<file path="config.mk">
export PLATFORM = sky130hd
export DESIGN_NAME = button_conditioner
export DESIGN_NICKNAME = d
export VERILOG_FILES = /design/src/rtl/button_conditioner.sv
export SDC_FILE = /design/constraint.sdc
export NUM_CORES = 1
export LEC_CHECK = 0
export ABC_AREA = 1
export CORE_MARGIN = 2
export CORE_UTILIZATION = 30
export CTS_BUF_LIST = sky130_fd_sc_hd__clkbuf_4 sky130_fd_sc_hd__clkbuf_8
export DETAILED_ROUTE_END_ITERATION = 8
export PLACE_DENSITY_LB_ADDON = 0.25
export SYNTH_ARGS = -nofsm -noshare
export SYNTH_HDL_FRONTEND = slang
export SYNTH_SLANG_ARGS = --single-unit
</file>
<file path="constraint.sdc">
create_clock -name clk -period 1.3 [get_ports clk]
set_input_delay 0.13 -clock clk [delete_from_list [all_inputs] [get_ports clk]]
set_output_delay 0.13 -clock clk [all_outputs]
set_load 0.01 [all_outputs]
</file>
<file path="src/rtl/button_conditioner.sv">
// Push-button front end: synchroniser, two-edge debounce, press/release/long-press strobes
// and a clean held level. All outputs are registered; reset is synchronous, active-high.
//
// state         | meaning
// --------------+-----------------------------------------------------------
// IDLE          | button released and stable, waiting for an active sample
// PRESS_CHECK   | counting consecutive active samples before accepting press
// PRESSED       | press accepted, hold timer running toward long press
// RELEASE_CHECK | counting consecutive inactive samples before accepting release
module button_conditioner #(
   parameter int SYNC_STAGES       = 2,
   parameter int DEBOUNCE_CYCLES   = 4,
   parameter int LONG_PRESS_CYCLES = 20,
   parameter bit ACTIVE_LOW        = 1'b0
) (
   input  logic clk,
   input  logic rst,
   input  logic button_raw,
   output logic press_pulse,
   output logic release_pulse,
   output logic long_press_pulse,
   output logic pressed
);

   localparam int DEB_W  = $clog2(DEBOUNCE_CYCLES + 1);
   localparam int HOLD_W = $clog2(LONG_PRESS_CYCLES + 1);

   localparam logic [DEB_W-1:0]  DEB_ONE  = DEB_W'(1);
   localparam logic [DEB_W-1:0]  DEB_LAST = DEB_W'(DEBOUNCE_CYCLES - 1);
   localparam logic [HOLD_W-1:0] HOLD_MAX = HOLD_W'(LONG_PRESS_CYCLES);
   localparam logic [HOLD_W-1:0] HOLD_PRE = HOLD_W'(LONG_PRESS_CYCLES - 1);

   typedef enum logic [1:0] {
      IDLE          = 2'd0,
      PRESS_CHECK   = 2'd1,
      PRESSED       = 2'd2,
      RELEASE_CHECK = 2'd3
   } state_t;

   state_t              state, state_nxt;
   logic [DEB_W-1:0]    deb_cnt, deb_nxt;
   logic [HOLD_W-1:0]   hold_cnt, hold_nxt;
   logic                press_nxt, release_nxt, long_nxt, pressed_nxt;

   logic                raw_active;
   logic [SYNC_STAGES-1:0] sync_q;
   logic                sample;

   // Inversion sits in front of the chain so the flops reset to the inactive level.
   assign raw_active = ACTIVE_LOW ? ~button_raw : button_raw;
   assign sample     = sync_q[SYNC_STAGES-1];

   always_ff @(posedge clk) begin
      if (rst) begin
         sync_q <= '0;
      end else begin
         sync_q <= {sync_q[SYNC_STAGES-2:0], raw_active};
      end
   end

   always_ff @(posedge clk) begin
      if (rst) begin
         state            <= IDLE;
         deb_cnt          <= '0;
         hold_cnt         <= '0;
         press_pulse      <= 1'b0;
         release_pulse    <= 1'b0;
         long_press_pulse <= 1'b0;
         pressed          <= 1'b0;
      end else begin
         state            <= state_nxt;
         deb_cnt          <= deb_nxt;
         hold_cnt         <= hold_nxt;
         press_pulse      <= press_nxt;
         release_pulse    <= release_nxt;
         long_press_pulse <= long_nxt;
         pressed          <= pressed_nxt;
      end
   end

   always_comb begin
      state_nxt   = state;
      deb_nxt     = deb_cnt;
      hold_nxt    = hold_cnt;
      press_nxt   = 1'b0;
      release_nxt = 1'b0;
      long_nxt    = 1'b0;

      // Hold timer runs through release bounces so a long press is not lost to chatter.
      if (state == PRESSED || state == RELEASE_CHECK) begin
         if (hold_cnt != HOLD_MAX) begin
            hold_nxt = hold_cnt + 1'b1;
         end
         long_nxt = (hold_cnt == HOLD_PRE);
      end

      case (state)
         IDLE: begin
            if (sample) begin
               if (DEBOUNCE_CYCLES == 1) begin
                  state_nxt = PRESSED;
                  press_nxt = 1'b1;
                  hold_nxt  = '0;
                  deb_nxt   = '0;
               end else begin
                  state_nxt = PRESS_CHECK;
                  deb_nxt   = DEB_ONE;
               end
            end
         end
         PRESS_CHECK: begin
            if (!sample) begin
               state_nxt = IDLE;
               deb_nxt   = '0;
            end else if (deb_cnt == DEB_LAST) begin
               state_nxt = PRESSED;
               press_nxt = 1'b1;
               hold_nxt  = '0;
               deb_nxt   = '0;
            end else begin
               deb_nxt = deb_cnt + 1'b1;
            end
         end
         PRESSED: begin
            if (!sample) begin
               if (DEBOUNCE_CYCLES == 1) begin
                  state_nxt   = IDLE;
                  release_nxt = 1'b1;
                  hold_nxt    = '0;
                  deb_nxt     = '0;
               end else begin
                  state_nxt = RELEASE_CHECK;
                  deb_nxt   = DEB_ONE;
               end
            end
         end
         RELEASE_CHECK: begin
            if (sample) begin
               state_nxt = PRESSED;
               deb_nxt   = '0;
            end else if (deb_cnt == DEB_LAST) begin
               state_nxt   = IDLE;
               release_nxt = 1'b1;
               hold_nxt    = '0;
               deb_nxt     = '0;
            end else begin
               deb_nxt = deb_cnt + 1'b1;
            end
         end
         default: begin
            state_nxt = IDLE;
            deb_nxt   = '0;
            hold_nxt  = '0;
         end
      endcase

      pressed_nxt = (state_nxt == PRESSED) || (state_nxt == RELEASE_CHECK);
   end

endmodule

</file>
---- Word level (Yosys, flattened, before mapping) ----
Index checks and enable logic that the tools add are counted.
cells by class
  $add $sub $neg .......................... 2
  multiply operators ...................... 0
  divide/modulo/power cells ............... 0
  magnitude comparators ................... 0
  equality and inequality tests ........... 10
  shift operators ......................... 0
  mux-type cells .......................... 20
  bitwise operators ....................... 4
  reduce and logical (&&, ||, !) cells .... 7
operators with widths
  kind                 number
  $mux 5               5
  $mux 3               5
  $mux 2               6
  $pmux 3 s4           1
  $pmux 5 s2           1
  $eq 2x2->1 const B   4
  $pmux 2 s4           1
  $reduce_or 3->1      2
  $add 5x1->5 const B  1
  $eq 5x5->1 const B   1
  $ne 5x5->1 const B   1
  $ne 2x2->1 const B   2
  $not 1->1            4
  $add 3x1->3 const B  1
  $eq 3x2->1 const B   1
  $eq 2x1->1 const B   1
  $logic_not 2->1      1
  $logic_or 1x1->1     2
  $reduce_and 2->1     1
  $reduce_or 2->1      1
  $mux 1               1
word-level totals
  register bits ........................... 16
  bits in latches ......................... 0
  memory bits (writable) .................. 0
  bits in read-only memories .............. 0
  bits of input ports ..................... 3
  output and inout port bits .............. 4
  word-level logic and storage cells ...... 51
  memories ................................ 0

---- Longest topological paths before layout ----
  depth in word-level cells ............... 6
  depth in mapped cells ................... 8
  mapped depth without buffers ............ 8

---- Worst setup path before layout ----
No wires, ideal clock.
  kind .................................... register -> register
  start ................................... reg deb_cnt[0]
  end ..................................... reg hold_cnt[1]
  arrival ................................. 0.948 ns
  data required time ...................... 1.183 ns
  slack ................................... 0.235 ns
  cell stages (with the launch flop) ...... 7
  buffers on the path ..................... 0
  clock period less this slack ............ 1.065 ns
  cells stage by stage .................... dfxtp_1 > ha_1 > nand2_1 > nor2_1 > nand2_4 > nand2_4 > nor2_1
on the way
  cells in the longest elaborated chain, start to end .. 4
  elaborated cells between the ends (all ways) .. 5
ends and longest elaborated chain
  element                           RTL line  source
  start: declaration                41        logic [DEB_W-1:0] deb_cnt, deb_nxt;
  start signal: assignment          72        deb_cnt <= deb_nxt;
  $eq 3x2->1 (*)                    115, 141
  $mux 5 (*)                        115, 141
  $mux 5, on equally long branches  138, 112
  $pmux 5 s2 (*)                    97        case (state)
  end signal: assignment            73        hold_cnt <= hold_nxt;
  end: declaration                  42        logic [HOLD_W-1:0] hold_cnt, hold_nxt;
Mark *: on every way between the ends. The rest lies on a longest branch, timed or not.
A chain may end at the register's enable or synchronous reset.

---- Worst setup path after layout ----
  start ................................... reg release_pulse
  end ..................................... out release_pulse
RTL lines
  element                   RTL line  source
  start: declaration        20        output logic release_pulse,
  start signal: assignment  75        release_pulse <= release_nxt;
No word-level cell between the ends.

==> flow_summary.toml <==
[logic_synthesis]
ys_seq_elements = 15
synth.avg_cell_area_um2 = 7.885
ys_seq_area_share_pct = 44.28
synth_compound_area_share_pct = 8.303
synth_xor_area_share_pct = 2.583
synth_top_family_by_area = "simple AND/OR/NAND/NOR gates"
netlist_area_um2 = 678.2
synth_area_leaders = "dfxtp_1 44%, nand2_1 10%, ha_1 7.4%, nand2_4 6.6%, inv_1 6.1%"
synth_fa_ha_area_share_pct = 7.380
yosys.area_share.simple_pct = 30.81
ys_warn_count = 0
synth_cell_types = 16
yosys.area.top_type = "dfxtp_1"
synthMuxAreaShare_pct = 0
synth_top_area_share_pct = 44.28
synth_fp_nets = 93
syn_inst = 86

[clock_tree]
numCtsBuffers = 3
clkTransAtPathRegs_ps = 100
cts_tree = "yes"
clk_path_buf_depth = 2
postCtsHoldBufs = 0
clock-sinks = 15
clock_tree.root_cell = "clkbuf_4"
cts_max_level = 1
insertion_delay_ps = 280
cts_setup_buffers = 0
ctsResizeCount = 3

[setup_path]
worstPathRequired_ps = 1170
slowest_stage = "clkdlybuf4s50_1"
cpPeakStageDelay_ps = 530
crit_family = "buffers and inverters"
path_max_fanout = 1
worstPathArrival_ps = 1130
critPathLaunchType = "register"
cp-end-kind = "primary output"
path_class = "reg -> out"
crit_buf_inv = 1
path_cells = "clkdlybuf4s50_1"

[global_route]
grt_max_degree = 10
grt_pass1_wl_um = 1945
grt_use_total_pct = 10.05
first_global_vias = 497
antenna_found_initial = 0
grt_overflow = 0

[place]
dpl.hpwl_um = 837.6
place_area_um2 = 780.7
pre_cts_slack_ps = 109.4
gp_congestion = 0.8036
numPortBuffers = 6

[floorplan]
start_util_pct = 31.26
rows = 17
ioPinCount = 7
core_um2 = 2170
die_area_um2 = 2657
die_height_um = 51.55
die_w_um = 51.55

[detailed_routing]
wirelength_um = 1088
wl_per_cell_um = 8.704
wl_met2_um = 514
dr_wl_met3_um = 63
ant_nets = 0
drt-met1-wl_um = 511
firstDrtPassIters = 4
vias = 517
drc = 0
drt_iter0_drc = 3
via_per_inst = 4.136
top_layer_used = "met3"

[final_layout]
syn2layout_area_growth_pct = 19.56
drive_above_1_share_pct = 14.43
antennaDiodeCount = 0
fin_nets = 105
fin_area_um2 = 810.8
final_core_util_pct = 37.37

[job]
drv_cap = 0

[pwr]
cellPowerDensity_nw_per_um2 = 950.9
vdd_drop_max_mv = 0.7942
p_leak_nw = 0.3523

[worst_hold_path]
min_path_type = "in -> reg"

[timing]
holdWs_ps = 345.9
relSlewSlack_pct = 80.08
setup_tns_ps = 0
slew_violations = 0
fin_ws_ps = 40.17
setup_violations = 0
grt_setup_unrepaired = "false"
fmax_ghz = 0.7938
fin_crit_sh_pct = 96.91
finClkSkew_ps = 5.425
finalCriticalPeriod_ps = 1260
tightestPinTransition_ps = 295.7
hold_viol = 0

[outcome]
status = "complete, no violations"
## where the power goes
part           internal [mW]  switching, mW  leakage [nW]  total [mW]
combinational         0.0155         0.0186         0.212      0.0341
clock                  0.114          0.156        0.0177       0.270
sequential             0.463        0.00391         0.122       0.466
## metrics by stage
step,total power [mW],instances
floorplan,0.4997,86
global placement,0.5136,121
detailed placement,0.5136,121
CTS,0.7839,125
global route,0.8012,125
finish,0.7710,125
## cell usage after synthesis
master and count:
o21ai_0 4, a21oi_2 1, inv_2 1, inv_1 11, xor2_1 2, nand2_1 18, nand3_1 6, o21bai_1 1
nand2_4 4, nor4_1 1, nor2_1 11, nand4_1 1, ha_1 4, a21oi_1 4, dfxtp_1 15, nor2_2 2
## registers in the layout, summed over array words and instances (netlist names)
signal            cells
deb_cnt               3
hold_cnt              5
long_press_pulse      1
press_pulse           1
pressed               1
release_pulse         1
state                 1
sync_q                2
## kinds of logic (layout without fill, tap and decap cells)
logic type / after synthesis / in the layout
flops: 15 / 15
xor+xnor: 2 / 2
compound gates: 10 / 10
fa+ha+maj: 4 / 4
buf+inv: 12 / 23
simple gates: 43 / 43
## layout by cell type, fill, tap and decap left out, types with 2 or more instances in the layout
| cell | Yosys | routed |
|---|---|---|
| nor2_2 | 2 | 2 |
| nand2_4 | 4 | 4 |
| nand3_1 | 6 | 6 |
| ha_1 | 4 | 4 |
| xor2_1 | 2 | 2 |
| inv_1 | 11 | 11 |
| clkdlybuf4s50_1 | 0 | 5 |
| nor2_1 | 11 | 11 |
| a21oi_1 | 4 | 4 |
| clkbuf_4 | 0 | 3 |
| dfxtp_1 | 15 | 14 |
| nand2_1 | 18 | 18 |
| o21ai_0 | 4 | 4 |
## metal layers
metal / vias to the layer above / track usage [%]
li1: 293 / -
met1: 216 / 12.07
met2: 8 / 15.81
met3: 0 / 6.034
met4: 0 / 1.316
met5: - / 0
## final timing paths
| check | start | end | slack [ps] | depth (start not counted) |
|---|---|---|---|---|
| worst max-delay path | release_pulse$_SDFF_PP0_ | release_pulse | 40 | 1 |
| worst min register to register | sync_q[0]$_SDFF_PP0_ | sync_q[1]$_SDFF_PP0_ | 410 | 2 |
| worst min-delay path | button_raw | sync_q[0]$_SDFF_PP0_ | 350 | 3 |
| worst max register to register | deb_cnt[0]$_SDFFE_PP0P_ | hold_cnt[2]$_SDFF_PP0_ | 130 | 6 |
## area by class of cell
cell class | count | area (um2)
clock inverter | 1 | 5.005
inverter | 12 | 45.04
fill | 236 | 1359
multi-input combinational | 59 | 332.8
tap | 28 | 35.03
timing repair buffer | 7 | 66.31
clock buffer | 3 | 22.52
sequential | 15 | 304.0
Note: power is estimated with default switching activity, not from simulation.
